[config.mk]
export PLATFORM = sky130hd
export DESIGN_NAME = shreg_serdes_ctrl
export DESIGN_NICKNAME = d
export VERILOG_FILES = /design/src/rtl/shreg_serdes_ctrl.sv
export SDC_FILE = /design/constraint.sdc
export NUM_CORES = 1
export LEC_CHECK = 0
export ABC_AREA = 1
export CAP_MARGIN = 40
export CORE_AREA = 2 2 73 127
export DETAILED_ROUTE_END_ITERATION = 10
export DIE_AREA = 0 0 75 129
export SYNTH_ARGS = -nofsm -noshare
export SYNTH_HDL_FRONTEND = slang
export SYNTH_SLANG_ARGS = --single-unit
[constraint.sdc]
create_clock -name clk -period 2.1 [get_ports clk]
set_clock_uncertainty 0.05 [all_clocks]
set_input_delay 0.21 -clock clk [delete_from_list [all_inputs] [get_ports clk]]
set_output_delay 0.21 -clock clk [all_outputs]
set_load 0.01 [all_outputs]
[src/rtl/shreg_serdes_ctrl.sv]
// ---------------------------------------------------------------------------
// shreg_serdes_ctrl
//
// Sequencer that drives an external N-bit universal shift register as a
// half-duplex serializer/deserializer. A parallel word taken on the s_*
// handshake is loaded into the register. The register is then shifted
// exactly N times, one shift per DIV-cycle bit period. The captured word is
// offered on the m_* handshake.
//
// Optional build macro: SHREG_LOOPBACK_EN
//   When defined, the bit shifted into the register is the bit leaving it
//   (ser_out) rather than ser_in. The register rotates, so the received word
//   equals the transmitted word.
// ---------------------------------------------------------------------------
module shreg_serdes_ctrl #(
    parameter int N   = 8,
    parameter int DIV = 4,
    parameter int CW  = 16
) (
    input  logic         clk,
    input  logic         rst,
    input  logic         s_valid,
    output logic         s_ready,
    input  logic [N-1:0] s_data,
    input  logic         s_dir,
    input  logic         ser_in,
    output logic         ser_out,
    output logic         ser_strobe,
    output logic         busy,
    output logic         m_valid,
    input  logic         m_ready,
    output logic [N-1:0] m_data,
    output logic [1:0]   sr_ctrl,
    output logic [N-1:0] sr_d,
    input  logic [N-1:0] sr_q
);

    localparam logic [1:0] ST_IDLE  = 2'd0;
    localparam logic [1:0] ST_SHIFT = 2'd1;
    localparam logic [1:0] ST_DONE  = 2'd2;

    localparam logic [1:0] CMD_HOLD = 2'b00;
    localparam logic [1:0] CMD_SHL  = 2'b01;
    localparam logic [1:0] CMD_SHR  = 2'b10;
    localparam logic [1:0] CMD_LOAD = 2'b11;

    localparam logic [CW-1:0] PER_LAST = CW'(DIV - 1);
    localparam logic [CW-1:0] BIT_LAST = CW'(N - 1);

    logic [1:0]    state;
    logic [CW-1:0] per_cnt;
    logic [CW-1:0] bit_cnt;
    logic          dir_q;

    logic          accept;
    logic          shift_now;
    logic          fb_bit;

    assign accept    = (state == ST_IDLE) && s_valid;
    assign shift_now = (state == ST_SHIFT) && (per_cnt == PER_LAST);

    assign s_ready    = (state == ST_IDLE);
    assign busy       = (state == ST_SHIFT) || (state == ST_DONE);
    assign m_valid    = (state == ST_DONE);
    assign m_data     = sr_q;
    assign ser_strobe = shift_now;

    // Bit leaving the register on the next shift; quiet outside a frame.
    always_comb begin
        ser_out = 1'b0;
        if (state == ST_SHIFT) begin
            ser_out = dir_q ? sr_q[0] : sr_q[N-1];
        end
    end

`ifdef SHREG_LOOPBACK_EN
    assign fb_bit = ser_out;
`else
    assign fb_bit = ser_in;
`endif

    // Register command is combinational so the register acts on the same edge.
    always_comb begin
        sr_ctrl = CMD_HOLD;
        sr_d    = '0;
        if (accept) begin
            sr_ctrl = CMD_LOAD;
            sr_d    = s_data;
        end else if (shift_now) begin
            if (dir_q) begin
                sr_ctrl = CMD_SHR;
                sr_d    = {fb_bit, {(N-1){1'b0}}};
            end else begin
                sr_ctrl = CMD_SHL;
                sr_d    = {{(N-1){1'b0}}, fb_bit};
            end
        end
    end

    // Frame sequencing: load, N timed shifts, then hold the result until taken.
    always_ff @(posedge clk or posedge rst) begin
        if (rst) begin
            state   <= ST_IDLE;
            per_cnt <= '0;
            bit_cnt <= '0;
            dir_q   <= 1'b0;
        end else begin
            case (state)
                ST_IDLE: begin
                    if (s_valid) begin
                        state   <= ST_SHIFT;
                        per_cnt <= '0;
                        bit_cnt <= '0;
                        dir_q   <= s_dir;
                    end
                end
                ST_SHIFT: begin
                    if (per_cnt == PER_LAST) begin
                        per_cnt <= '0;
                        bit_cnt <= bit_cnt + 1'b1;
                        if (bit_cnt == BIT_LAST) begin
                            state <= ST_DONE;
                        end
                    end else begin
                        per_cnt <= per_cnt + 1'b1;
                    end
                end
                ST_DONE: begin
                    if (m_ready) begin
                        state <= ST_IDLE;
                    end
                end
                default: begin
                    state <= ST_IDLE;
                end
            endcase
        end
    end

endmodule

-- Word-level counts from Yosys, hierarchy flattened
Index checks and enable logic that the tools add are counted.
- $add $sub $neg: 2
- equal/unequal tests: 8
- muxes and demuxes: 18
- reductions and logical operators: 9
- operator list (kind ; count):
    16-bit one-hot mux with 2 select lines ; 2
    16-bit two-way mux ; 3
    16-bit by 1-bit adder with 16-bit output (second input constant) ; 2
    8-bit two-way mux ; 3
    16-bit by 2-bit == test with 1-bit output (second input constant) ; 1
    16-bit by 3-bit == test with 1-bit output (second input constant) ; 1
    2-bit two-way mux ; 7
    2-bit by 1-bit inequality test with 1-bit output (second input constant) ; 3
    2-bit one-hot mux with 3 select lines ; 1
    2-bit AND reduction ; 2
    4-bit AND reduction ; 1
    3-bit AND reduction ; 1
    2-bit by 1-bit == test with 1-bit output (second input constant) ; 1
    2-bit == test (second input constant) ; 1
    1-bit logical AND ; 2
    2-bit zero test ; 1
    1-bit two-way mux ; 2
    2-bit inequality test (second input constant) ; 1
    2-bit nonzero test ; 1
    1-bit logical OR ; 1
- register bits after elaboration: 35
- input port bits: 22
- output and inout bits: 23
- word-level logic and storage cells: 41

-- Logic depth before layout (Yosys ltp)
- depth after elaboration: 4
- mapped depth: 10
- mapped depth without buffers: 10

-- Least setup slack after synthesis
Ideal clock, no wire load.
- path type: reg-to-reg
- start point: register state[0]
- end point: register per_cnt[5]
- library setup time: 0.119 ns
- arrival: 1.501 ns
- required time: 1.931 ns
- path slack: 0.431 ns
- cell stages (with the launch flop): 10
- path buffers: 1
- clock period less this slack: 1.669 ns
- cells stage by stage: dfrtp_1 -> inv_1 -> ha_1 -> nand2_1 -> o21ai_1 -> buf_4 -> nand2_2 -> nor2_2 -> xor2_1 -> nor2_1
- cells in the longest elaborated chain, start to end: 3
- elaborated cells between the ends (all ways): 6
- classes of those cells: eq/ne (2); mux (1); reduce/logical (3)
- ends and longest elaborated chain (what ; line ; text):
    from (decl) ; 50 ; logic [1:0] state;
    from (signal assigned) ; 103 ; state <= ST_IDLE;
    from (signal assigned) ; 111 ; state <= ST_SHIFT;
    from (signal assigned) ; 122 ; state <= ST_DONE;
    2-bit zero test (*) ; n/a ;
    via s_ready ; 23 ; output logic s_ready,
    2-bit inequality test (no source line) / 2-bit nonzero test (equally long branches) ; n/a ;
    2-bit AND reduction (no source line) ; n/a ;
    to (signal assigned) ; 125 ; per_cnt <= per_cnt + 1'b1;
    to (decl) ; 51 ; logic [CW-1:0] per_cnt;
Mark *: on every way through the listed nets, which the timed path passes. The rest lies on a longest branch.
A chain may end at the register's enable or synchronous reset.

-- Worst setup path in the final report
- start point: register state[0]
- end point: output port sr_d[2]
- cells in the longest elaborated chain, start to end: 4
- elaborated cells between the ends (all ways): 6
- classes of those cells: eq/ne (1); mux (2); reduce/logical (3)
- ends and longest elaborated chain (what ; line ; text):
    2-bit by 1-bit == test with 1-bit output ; 60 ; assign shift_now = (state == ST_SHIFT) && (per_cnt == PER_LAST);
    1-bit logical AND ; 60 ;
    8-bit two-way mux ; 89 ; end else if (shift_now) begin
    8-bit two-way mux (*) ; 86 ; if (accept) begin
    to (decl) ; 34 ; output logic [N-1:0] sr_d,
Mark *: on every way between the ends. The rest lies on a longest branch, timed or not.

==> flow_summary.toml <==
[detailed_routing]
wl_met2_um = 3650
dr_wl_met3_um = 80
wl_met1_um = 2330
drt_iter0_markers = 95
ant_nets = 0
dr.pass1.iters = 4
viasPerCell = 4.43
wl_per_cell_um = 11.6
drc = 0
vias = 2354
routed_wl_um = 6170
highest_layer = "met4"

[finish]
fillerInstances = 884
regArea_sq_um = 876
diodes = 0
final_cell_area_sq_um = 3150
syn_to_final_growth_pct = 25.0
drive_gt1_share_pct = 13.3
multi_input_area_sq_um = 1380
nNetsFinal = 442

[clocking]
cts_root_buf = "clkbuf_16"
h-tree-depth = 2
tritoncts = "yes"
cts_hold_buf = 0
cts.sinks = 35
cts_buffers = 5
post-cts-setup-buffers = 0
cts.clk_slew.worst_paths_ns = 0.05
clock_latency_ns = 0.27
clockBufferDepth = 2

[pwr]
p_int_mw = 1.60
p_leak_nw = 1.53
seqPwrFrac_pct = 30.3
p_switching_mw = 1.03
switching_share_pct = 39.2
power.clock.fraction_pct = 27.7
power_per_cell_area_nw_per_um2 = 835
ir_drop_mv = 0.410
combPwrFrac_pct = 42.0

[logic_synthesis]
synth_top_family_by_area = "simple AND/OR/NAND/NOR gates"
synthXorXnorAreaFrac_pct = 3.13
synth.area.mux_share_pct = 0
synth_edf_count = 0
avgSynthCellArea_sq_um = 6.76
synthFlopType = "dfrtp_1"
syn-num-nets = 401
synth_compound_area_share_pct = 6.30
yosys_warnings = 0
yosysSeqAreaShare_pct = 34.7
synthArstFlopShare_pct = 100
ys_types = 29
synth_simple_gate_area_share_pct = 41.6
synthAdderAreaFrac_pct = 2.98
ys_seq_elements = 35
synth_cells = 373
syn_area_sq_um = 2520

[sta]
period_minus_slack_ns = 1.96
max_freq_mhz = 511
finalMaxSlewViolations = 0
setup_violations = 0
tns_ns = 0
layout_worst_path_cycle_share_pct = 93.1
rsz0062_at_grt = "false"
hold_violations = 0
slew_headroom_pct = 68.7
worst_pin_slew_ns = 0.470

[critical_path]
crit_fanout = 8
worstPathRequired_ns = 1.84
worstPathArrival_ns = 1.70
path_class = "reg -> out"
cp-end-kind = "primary output"
r2r_slack_ns = 0.23
crit_path_start_kind = "flop"

[floorplanning]
die-area_sq_um = 9680
core_sq_um = 8610
start_util_pct = 29.3
ios = 45
chipWidth_um = 75
die_h_um = 129
rows = 45

[global_routing]
grt_pass1_wl_um = 10100
grt_pass1_vias = 2243
grt_max_degree = 38
antenna_found_initial = 0
grt_usage_pct = 13.5
grt-ovfl-total = 0

[place]
io_buffers = 32
place_congestion = 0.846
place_area_sq_um = 3000
hpwlAfterDp_um = 4650

[run]
cap_violations = 0

[hold_path]
min_path_type = "in -> async"

[run_status]
outcome = "finished clean"
==> power by group through the flow <==
stage	clock, mW	sequential, mW	combinational, mW
after global placement	0	0.805	1.11
after floorplan	0	0.796	0.799
after detailed placement	0	0.810	1.13
after global routing	0.787	0.806	1.23
after CTS	0.755	0.799	1.13
final	0.729	0.799	1.11
==> cells in the mapped netlist, types with 2 or more instances <==
library cell	n	area (sq um)
nand2_1	107	402
nor2_1	65	244
inv_1	43	161
dfrtp_1	35	876
nand3_1	25	125
nand4_1	15	93.8
buf_4	9	67.6
nor2_2	8	50.1
xor2_1	8	70.1
o21ai_0	7	35.0
o21ai_1	7	35.0
o21ai_2	7	61.3
ha_1	6	75.1
nand2_2	6	37.5
nor3_1	5	25.0
buf_6	3	33.8
o21bai_1	3	22.5
buf_2	2	10.0
inv_2	2	7.51
==> final timing paths <==
path	cells after the start	start	endpoint
max in group asynchronous	3	rst	per_cnt[6]
min reg2reg	2	state[1]	state[1]
min	3	rst	bit_cnt[0]
max reg2reg	10	state[1]	per_cnt[10]
max	6	state[0]	sr_d[2]
min in group clk	0	sr_q[2]	m_data[2]
==> layer usage <==
layer	up-vias	GRT usage (%)
met2	14	26.9
met4	0	5.15
met3	8	1.96
met5	-	0
li1	1247	-
met1	1085	13.0
==> cell type report <==
class	instances	area share, %
Clock inverter	1	0.159
Tap cell	117	4.64
Sequential cell	35	27.8
Inverter	45	5.36
Clock buffer	6	4.40
Multi-Input combinational cell	278	43.6
Timing Repair Buffer	49	14.1
==> worst max-delay path: stages, from the launching register on <==
cell           delay (ns)
dfrtp_1              0.40
inv_1                0.11
ha_2                 0.22
nand2_1              0.13
buf_4                0.19
nor2_1               0.09
dlygate4sd2_1        0.28
==> flip-flops by register name (all words and copies together), names as in the netlist <==
register  cells
dir_q         1
per_cnt      16
state         2
bit_cnt      16
==> kinds of logic after synthesis <==
logic type	after synthesis
compound gates	25
buf+inv	60
simple gates	238
fa+ha+maj	6
flops	35
xor+xnor	9
==> metrics by stage <==
step / hold WS [ns] / setup slack [ns] / cells / total power, mW / utilization (%)
finish: 0.303 / 0.144 / 531 / 2.63 / 36.6
global route: 0.370 / 0.0147 / 531 / 2.82 / 36.6
CTS: 0.339 / -0.112 / 531 / 2.68 / 36.5
detailed placement: 0.370 / 0.0804 / 524 / 1.94 / 34.8
global placement: 0.370 / 0.0824 / 524 / 1.92 / 34.8
floorplan: 0.281 / 0.431 / 373 / 1.59 / -
==> cell usage in the layout, fill, tap and decap left out, types with 2 or more instances in the layout <==
master	n
inv_2	2
nor2_1	64
o21ai_2	7
dfrtp_1	35
dlygate4sd2_1	11
nand4_1	15
o21ai_1	7
ha_1	4
clkdlybuf4s50_1	20
nand2_1	107
clkbuf_16	5
xor2_1	8
nor2_2	8
ha_2	2
nand2_2	6
buf_4	16
o21bai_1	3
nor3_1	5
nand3_1	25
inv_1	43
o21ai_0	7
==> repair_timing <==
item                                    CTS  global route
endpoints found under the setup margin   12             1
pin swaps                                 0             0
gates resized for setup                  16             2
Power figures use the tool's default switching activity.
